`src/rtl/mips_multicycle_ctrl.sv`:
```
// mips_multicycle_ctrl
//   Multicycle control FSM for the MIPS core. Sequences instruction fetch,
//   decode, execute, memory and writeback over a shared unified memory that
//   signals completion with mem_ready. Adds an optional memory-timeout bus
//   error and a retired-instruction counter.
//
// Ports
//   clk, rst          rising-edge clock, synchronous active-low reset
//   opcode, funct     IR[31:26] and IR[5:0]; stable after FETCH
//   zero              ALU zero flag for the current cycle (branch decision)
//   mem_ready         memory finishes the current access this cycle
//   pc_write, ir_write, iord, mem_read, mem_write, reg_write,
//   reg_dst, mem_to_reg, alu_src_a, alu_src_b, alu_op, pc_src
//                     datapath controls, decoded from the current state
//   retire            one-cycle pulse when an instruction completes
//   illegal           one-cycle pulse for an undecodable opcode/funct
//   bus_err           one-cycle pulse when a memory access times out
//   instr_count       retired instruction count, wraps modulo 2^CNT_W
//
// Handshake: the memory is not valid/ready in both directions; the FSM
// holds its request (mem_read or mem_write, with iord) every cycle of a
// memory state, and the access completes in the cycle mem_ready is high.
// mem_ready is ignored in all other states.
module mips_multicycle_ctrl #(
  parameter int CNT_W       = 32,
  parameter int MEM_TIMEOUT = 0
) (
  input  logic             clk,
  input  logic             rst,
  input  logic [5:0]       opcode,
  input  logic [5:0]       funct,
  input  logic             zero,
  input  logic             mem_ready,
  output logic             pc_write,
  output logic             ir_write,
  output logic             iord,
  output logic             mem_read,
  output logic             mem_write,
  output logic             reg_write,
  output logic [1:0]       reg_dst,
  output logic [1:0]       mem_to_reg,
  output logic             alu_src_a,
  output logic [1:0]       alu_src_b,
  output logic [2:0]       alu_op,
  output logic [1:0]       pc_src,
  output logic             retire,
  output logic             illegal,
  output logic             bus_err,
  output logic [CNT_W-1:0] instr_count
);

  localparam int WAIT_W = (MEM_TIMEOUT > 0) ? $clog2(MEM_TIMEOUT + 1) : 1;

  localparam logic [5:0] OP_R    = 6'b000000;
  localparam logic [5:0] OP_LW   = 6'b100011;
  localparam logic [5:0] OP_SW   = 6'b101011;
  localparam logic [5:0] OP_BEQ  = 6'b000100;
  localparam logic [5:0] OP_BNE  = 6'b000101;
  localparam logic [5:0] OP_ADDI = 6'b001000;
  localparam logic [5:0] OP_SLTI = 6'b001010;
  localparam logic [5:0] OP_J    = 6'b000010;
  localparam logic [5:0] OP_JAL  = 6'b000011;
  localparam logic [5:0] FN_JR   = 6'b001000;

  localparam logic [2:0] ALU_ADD = 3'b000;
  localparam logic [2:0] ALU_SUB = 3'b001;
  localparam logic [2:0] ALU_AND = 3'b010;
  localparam logic [2:0] ALU_OR  = 3'b011;
  localparam logic [2:0] ALU_SLT = 3'b100;

  typedef enum logic [3:0] {
    S_FETCH, S_DECODE, S_MEMADR, S_MEMRD, S_MEMWB, S_MEMWR, S_EXEC, S_RWB,
    S_BRANCH, S_IMM_EX, S_IMM_WB, S_JUMP, S_JAL, S_JR, S_ILLEGAL
  } state_t;

  state_t             state, state_next;
  logic [WAIT_W-1:0]  wait_cnt, wait_cnt_next;
  logic               waiting, timeout;

  // A memory state with no completion this cycle is a wait cycle.
  assign waiting = ((state == S_FETCH) || (state == S_MEMRD) || (state == S_MEMWR))
                   && !mem_ready;
  assign timeout = (MEM_TIMEOUT != 0) && waiting
                   && (wait_cnt == WAIT_W'(MEM_TIMEOUT));
  // Zero outside wait cycles, so every memory state is entered with a clear count.
  assign wait_cnt_next = (waiting && !timeout) ? wait_cnt + 1'b1 : '0;

  always_ff @(posedge clk) begin
    if (!rst) begin
      state       <= S_FETCH;
      wait_cnt    <= '0;
      instr_count <= '0;
    end else begin
      state    <= state_next;
      wait_cnt <= wait_cnt_next;
      if (retire) instr_count <= instr_count + 1'b1;
    end
  end

  always_comb begin
    state_next = state;
    pc_write   = 1'b0;
    ir_write   = 1'b0;
    iord       = 1'b0;
    mem_read   = 1'b0;
    mem_write  = 1'b0;
    reg_write  = 1'b0;
    reg_dst    = 2'b00;
    mem_to_reg = 2'b00;
    alu_src_a  = 1'b0;
    alu_src_b  = 2'b00;
    alu_op     = ALU_ADD;
    pc_src     = 2'b00;
    retire     = 1'b0;
    illegal    = 1'b0;
    bus_err    = 1'b0;

    case (state)
      S_FETCH: begin
        // ALU computes PC + 4 while the instruction word is read.
        mem_read  = 1'b1;
        alu_src_b = 2'b01;
        pc_write  = mem_ready;
        ir_write  = mem_ready;
        if (mem_ready) state_next = S_DECODE;
      end
      S_DECODE: begin
        // Speculative branch target into ALUOut.
        alu_src_b = 2'b11;
        case (opcode)
          OP_R:             state_next = (funct == FN_JR) ? S_JR : S_EXEC;
          OP_LW, OP_SW:     state_next = S_MEMADR;
          OP_BEQ, OP_BNE:   state_next = S_BRANCH;
          OP_ADDI, OP_SLTI: state_next = S_IMM_EX;
          OP_J:             state_next = S_JUMP;
          OP_JAL:           state_next = S_JAL;
          default:          state_next = S_ILLEGAL;
        endcase
      end
      S_MEMADR: begin
        alu_src_a  = 1'b1;
        alu_src_b  = 2'b10;
        state_next = (opcode == OP_LW) ? S_MEMRD : S_MEMWR;
      end
      S_MEMRD: begin
        iord     = 1'b1;
        mem_read = 1'b1;
        if (mem_ready) state_next = S_MEMWB;
      end
      S_MEMWB: begin
        reg_write  = 1'b1;
        mem_to_reg = 2'b01;
        retire     = 1'b1;
        state_next = S_FETCH;
      end
      S_MEMWR: begin
        iord      = 1'b1;
        // A timed-out store must not write anything.
        mem_write = !timeout;
        if (mem_ready) begin
          retire     = 1'b1;
          state_next = S_FETCH;
        end
      end
      S_EXEC: begin
        alu_src_a  = 1'b1;
        state_next = S_RWB;
        case (funct)
          6'b100000: alu_op = ALU_ADD;
          6'b100010: alu_op = ALU_SUB;
          6'b100100: alu_op = ALU_AND;
          6'b100101: alu_op = ALU_OR;
          6'b101010: alu_op = ALU_SLT;
          default:   state_next = S_ILLEGAL;
        endcase
      end
      S_RWB: begin
        reg_write  = 1'b1;
        reg_dst    = 2'b01;
        retire     = 1'b1;
        state_next = S_FETCH;
      end
      S_BRANCH: begin
        alu_src_a  = 1'b1;
        alu_op     = ALU_SUB;
        pc_src     = 2'b01;
        pc_write   = (opcode == OP_BEQ) ? zero : !zero;
        retire     = 1'b1;
        state_next = S_FETCH;
      end
      S_IMM_EX: begin
        alu_src_a  = 1'b1;
        alu_src_b  = 2'b10;
        alu_op     = (opcode == OP_SLTI) ? ALU_SLT : ALU_ADD;
        state_next = S_IMM_WB;
      end
      S_IMM_WB: begin
        reg_write  = 1'b1;
        retire     = 1'b1;
        state_next = S_FETCH;
      end
      S_JUMP: begin
        pc_src     = 2'b10;
        pc_write   = 1'b1;
        retire     = 1'b1;
        state_next = S_FETCH;
      end
      S_JAL: begin
        // PC already holds the return address (PC + 4) from FETCH.
        pc_src     = 2'b10;
        pc_write   = 1'b1;
        reg_write  = 1'b1;
        reg_dst    = 2'b10;
        mem_to_reg = 2'b10;
        retire     = 1'b1;
        state_next = S_FETCH;
      end
      S_JR: begin
        pc_src     = 2'b11;
        pc_write   = 1'b1;
        retire     = 1'b1;
        state_next = S_FETCH;
      end
      S_ILLEGAL: begin
        illegal    = 1'b1;
        state_next = S_FETCH;
      end
      default: state_next = S_FETCH;
    endcase

    // Timeout abandons the access; PC is untouched, so FETCH retries.
    if (timeout) begin
      bus_err    = 1'b1;
      state_next = S_FETCH;
    end

    // A reset cycle aborts whatever is in flight: no side effects.
    if (!rst) begin
      pc_write  = 1'b0;
      ir_write  = 1'b0;
      mem_write = 1'b0;
      reg_write = 1'b0;
      retire    = 1'b0;
      illegal   = 1'b0;
      bus_err   = 1'b0;
    end
  end

endmodule

```
`config.mk`:
```
export PLATFORM = sky130hd
export DESIGN_NAME = mips_multicycle_ctrl
export DESIGN_NICKNAME = d
export VERILOG_FILES = /design/src/rtl/mips_multicycle_ctrl.sv
export SDC_FILE = /design/constraint.sdc
export NUM_CORES = 1
export LEC_CHECK = 0
export CORE_MARGIN = 5
export CORE_UTILIZATION = 45
export DETAILED_ROUTE_END_ITERATION = 8
export PLACE_DENSITY = 0.76
export REMOVE_ABC_BUFFERS = 1
export SLEW_MARGIN = 20
export SYNTH_ARGS = -nofsm -noshare
export SYNTH_HDL_FRONTEND = slang
export SYNTH_SLANG_ARGS = --single-unit
```
`constraint.sdc`:
```
create_clock -name clk -period 2.7 [get_ports clk]
set_input_delay 0.54 -clock clk [delete_from_list [all_inputs] [get_ports clk]]
set_output_delay 0.54 -clock clk [all_outputs]
set_load 0.005 [all_outputs]
```
==> results of run 1 <==
[worst max-delay path, delay by kind of cell]
family,cells,cell delay (ns)
buffers and inverters,2,0.61
AO/OA/AOI/OAI,1,0.10
AND/OR/NAND/NOR,3,0.86
[metal layers]
| layer | global-route usage | vias up | routed length (microns) |
|---|---|---|---|
| met1 | 0.258 | 1258 | 3300 |
| met2 | 0.334 | 103 | 3160 |
| met3 | 0.0554 | 6 | 494 |
| li1 | - | 1399 | - |
| met4 | 0.0342 | 0 | 42 |
| met5 | 0 | - | 0 |
[registers in the layout, indices dropped and copies added, names as in the netlist]
name and flops:
instr_count 32, state 4
[cell families (layout without fill, tap and decap cells)]
kind of cell,count (synthesis),in the layout
other,1,1
xor gates and xnor gates,13,13
and+or+nand+nor,166,166
AOI/OAI and AO/OA,77,77
DFF,36,36
buffers and inverters,32,126
muxes,1,1
adders and majority gates,1,1
[synth_stat cells, drive strengths merged (11+ instances only)]
cell type  instances
a21oi             31
clkbuf            17
dfxtp             36
o21ai             18
or3               12
nand3             13
nor2              33
nand2b            12
nand2             27
nor3              14
or4               15
xnor2             11
[report_power, final]
part,internal [W],switching [W]
logic,0.000453,0.000481
clock network,0.000175,0.000182
registers,0.000559,0.0000188
[per-stage QoR]
stage / worst slack, ns / cells / utilization / setup TNS [ns] / hold WS [ns]
floorplan: 0.209 / 304 / - / 0 / 0.468
detailed placement: -0.354 / 478 / 0.646 / -1.85 / 0.478
global route: 0.0117 / 491 / 0.673 / 0 / 0.517
global placement: -0.321 / 478 / 0.646 / -1.40 / 0.466
CTS: 0.0261 / 490 / 0.670 / 0 / 0.488
finish: 0.0503 / 491 / 0.673 / 0 / 0.487
[what timing repair did]
item                       in CTS  in global routing
pin swaps                       2                  4
gates cloned                    0                  0
buffers inserted                5                  1
setup endpoints to repair       3                  3
gates resized for setup        11                  6
[how the worst max path moves through the flow]
stage                       to
3_3_place_gp         alu_op[2]
6_report             alu_op[2]
3_5_place_dp         alu_op[2]
5_1_grt              alu_op[2]
4_1_cts                 retire
2_1_floorplan  instr_count[17]
[cell type report]
cell class,instances,area share
clock buffer,6,0.0210
clock inverter,1,0.00145
inverter,9,0.00976
multi-input combinational,259,0.449
sequential,36,0.208
tap,70,0.0253
timing repair buffer,110,0.285
==> impl_metrics.json, run 1 <==
{
  "yosysWarnings": 0,
  "hp-class": "flop to flop",
  "synth_top_family_by_area": "simple AND/OR/NAND/NOR gates",
  "min_to": "instr_count[31]",
  "worst-path-max-fanout": 2,
  "r2r-start": "state[3]",
  "place_congestion": 0.883,
  "grt_max_degree": 33,
  "htree_levels": 2,
  "drv_slew": 0,
  "synth_area_sq_um": 2400,
  "powerDensity_nw_per_um2": 540,
  "drc_errors": 0,
  "seq_area_sq_um": 721,
  "yosys-top-cells-area": "dfxtp_1 (30%), a21oi_1 (6.5%), nor2_1 (5.0%)",
  "dieWidth_microns": 83.0,
  "synth_top_area_frac": 0.300,
  "ir_worst_vdd_v": 0.000496,
  "boundaryPins": 69,
  "wl_per_cell_microns": 14.3,
  "ant_nets": 0,
  "yosys.area_share.xor_xnor": 0.0474,
  "cts.reportedPaths.clkPinSlew_ns": 0.07,
  "layout.nets": 438,
  "synth-seq-cells": 36,
  "timing.rr.end": "instr_count[17]",
  "total_power_w": 0.00187,
  "setup.worst_path.start": "funct[5]",
  "synthArstFlopShare": 0,
  "arrival_ns": 2.11,
  "startpoint_type": "input port",
  "finalCriticalPeriod_ns": 2.65,
  "setup_viol_count_final": 0,
  "critPathKind": "input port to output pin",
  "hold_start": "instr_count[31]",
  "cp.required_ns": 2.16,
  "synth_flop_cell": "dfxtp_1",
  "insertion_delay_ns": 0.28,
  "synthSimpleGateAreaFrac": 0.383,
  "crit_chain": "clkdlybuf4s50_1 > nor2b_4 > nand2_1 > or4b_2 > o21ai_1 > buf_2",
  "maxCapViolCount": 0,
  "fin_skew_ns": 0.00649,
  "cts_hold_buffers": 0,
  "port_buffers": 67,
  "yosys.area.top_type": "dfxtp_1",
  "fin_area_sq_um": 3460,
  "rr_worst_depth": 6,
  "fin_crit_sh": 0.981,
  "grt_pass1_wl_mm": 11.9,
  "max_stage_delay_ns": 0.63,
  "clock_path_buffers": 2,
  "synth_cell_types": 51,
  "die_y_microns": 83.0,
  "multiInputGateArea_sq_um": 1550,
  "first_iter_violations": 105,
  "crit_slowest_cell": "or4b_2",
  "ys_seq_area_frac": 0.300,
  "vias": 2766,
  "hold-path-cell-count": 2,
  "max_clock_freq_ghz": 0.377,
  "syn_inst": 327,
  "synth_compound_area_frac": 0.196,
  "dieArea_sq_um": 6900,
  "final_cell_mix": "clkdlybuf4s50_1 (62), buf_4 (43), dfxtp_1 (36)",
  "syn_avg_cell_area_sq_um": 7.34,
  "power.leakage_nw": 1.17,
  "clock-sinks": 36,
  "rows": 26,
  "synth.area.mux_share": 0.00417,
  "viasPerCell": 5.63,
  "initial_core_util": 0.467,
  "synth_edf_count": 0,
  "place_hpwl_mm": 5.20,
  "cts_tree": "done",
  "clock-root-buffer": "clkbuf_8",
  "hold_viol": 0,
  "fillers": 458,
  "grt_use_total": 0.199,
  "rsz0062_at_grt": "no",
  "core_area_sq_um": 5140,
  "area_growth_pct": 44.1,
  "grt_overflow": 0,
  "antenna_cells": 0,
  "drive_above_1_share": 0.147,
  "cts_made_buffers": 5,
  "antenna_found_initial": 0,
  "post_dp_cell_area_sq_um": 3320,
  "synth_fa_ha_area_frac": 0.00521,
  "r2r_slack_ns": 0.27,
  "drt_wl_total_mm": 7.00,
  "grt_pass1_vias": 2622,
  "layout_commonest_cell": "clkdlybuf4s50_1",
  "drtPass1Iterations": 4,
  "status": "complete, no violations",
  "endpoint_kind": "output pin"
}
(Power assumes the default switching activity.)
==> inputs of run 2 (changes only) <==
- CORE_UTILIZATION: 45 -> 38
- PLACE_DENSITY: 0.76 -> 0.66
- SKIP_CTS_REPAIR_TIMING: default -> 1
==> impl_metrics.json, run 2 (synthesis results as in run 1) <==
{
  "wl_per_cell_microns": 14.2,
  "setup_viol_count_final": 0,
  "switchingPower_w": 0.000684,
  "cts.reportedPaths.clkPinSlew_ns": 0.07,
  "grt_overflow": 0,
  "fin_area_sq_um": 3420,
  "layout_commonest_cell": "clkdlybuf4s50_1",
  "grt_pass1_wl_mm": 11.4,
  "p_int_w": 0.00121,
  "antenna_cells": 0,
  "finalCriticalPeriod_ns": 2.66,
  "rows": 29,
  "grt_use_total": 0.176,
  "antenna_found_initial": 0,
  "drtPass1Iterations": 4,
  "core_area_sq_um": 6240,
  "grt_pass1_vias": 2533,
  "ant_nets": 0,
  "hp-class": "flop to flop",
  "clock-sinks": 36,
  "power.leakage_nw": 1.15,
  "top_regs": "instr_count (32), state (4)",
  "pwr-share-clk": 0.209,
  "worst-path-max-fanout": 2,
  "htree_levels": 2,
  "drt_wl_total_mm": 6.92,
  "total_power_w": 0.00190,
  "cts_made_buffers": 5,
  "max_flop_register": "instr_count",
  "ir_worst_vdd_v": 0.000446,
  "place_hpwl_mm": 5.14,
  "power_frac_seq": 0.304,
  "status": "complete, no violations",
  "timing.hold.ws_ns": 0.482,
  "vias": 2701,
  "arrival_ns": 2.12,
  "dieArea_sq_um": 8010,
  "swShare": 0.360,
  "startpoint_type": "input port",
  "cts_tree": "done",
  "endpoint_kind": "output pin",
  "fin_crit_sh": 0.986,
  "place_congestion": 0.878,
  "area_growth_pct": 42.5,
  "hold_viol": 0,
  "powerDensity_nw_per_um2": 555,
  "drv_slew": 0,
  "first_iter_violations": 93,
  "max_clock_freq_ghz": 0.376,
  "critPathKind": "input port to output pin",
  "viasPerCell": 5.53,
  "fillers": 600,
  "port_buffers": 67,
  "initial_core_util": 0.385,
  "pwr-share-comb": 0.486,
  "cp.required_ns": 2.16,
  "fin_skew_ns": 0.00748,
  "die_y_microns": 89.5,
  "boundaryPins": 69,
  "insertion_delay_ns": 0.28,
  "largest_reg_flops": 32,
  "clock_path_buffers": 2,
  "drc_errors": 0,
  "final_cell_mix": "clkdlybuf4s50_1 (62), dfxtp_1 (36), nor2_1 (32), buf_4 (32), a21oi_1 (31)",
  "post_dp_cell_area_sq_um": 3290,
  "rsz0062_at_grt": "yes",
  "clock-root-buffer": "clkbuf_8",
  "drive_above_1_share": 0.124,
  "maxCapViolCount": 0,
  "dieWidth_microns": 89.5,
  "grt_max_degree": 31,
  "layout.nets": 427
}
## run 2: final cells by class
type                       count  area, sq um  area share
clock buffer                   7         86.3      0.0252
timing repair buffer          99          916       0.268
multi-input combinational    259         1560       0.456
tap                           77         96.3      0.0282
sequential                    36          721       0.211
clock inverter                 1         7.51     0.00219
inverter                       9         33.8     0.00987
## run 2: path summary, 6_finish.rpt
check | slack [ns] | cells past startpoint | end | start
max | 0.04 | 6 | alu_op[2] | funct[5]
min reg2reg | 0.48 | 2 | instr_count[31] | instr_count[31]
min | 0.48 | 2 | instr_count[31] | instr_count[31]
max reg2reg | 0.25 | 7 | instr_count[17] | state[3]
## run 2: routing by layer
layer,global-route usage,part of all wire
met5,0,0
met4,0.0392,0.0091
met3,0.0452,0.064
met2,0.290,0.46
met1,0.232,0.47
## run 2: power groups by stage
| stage | registers, W | clock network, W | logic, W |
|---|---|---|---|
| 2_1_floorplan | 0.000647 | 0 | 0.000413 |
| 3_3_place_gp | 0.000590 | 0 | 0.000915 |
| 3_5_place_dp | 0.000590 | 0 | 0.000910 |
| 4_1_cts | 0.000578 | 0.000413 | 0.000918 |
| 5_1_grt | 0.000582 | 0.000431 | 0.00102 |
| 6_report | 0.000578 | 0.000397 | 0.000923 |
## run 2: metrics by stage
| stage | util | setup TNS, ns | setup slack [ns] | cells |
|---|---|---|---|---|
| 2_1_floorplan | - | 0 | 0.209 | 304 |
| 3_3_place_gp | 0.527 | -0.775 | -0.327 | 480 |
| 3_5_place_dp | 0.527 | -0.920 | -0.379 | 480 |
| 4_1_cts | 0.543 | -0.852 | -0.394 | 488 |
| 5_1_grt | 0.548 | -0.151 | -0.107 | 488 |
| 6_report | 0.548 | 0 | 0.0386 | 488 |
## run 2: critical path, stage by stage
cell and delay [ns]:
clkdlybuf4s50_1 0.49, nor2b_4 0.15, nand2_1 0.07, or4b_2 0.63, o21ai_0 0.10, clkbuf_2 0.14
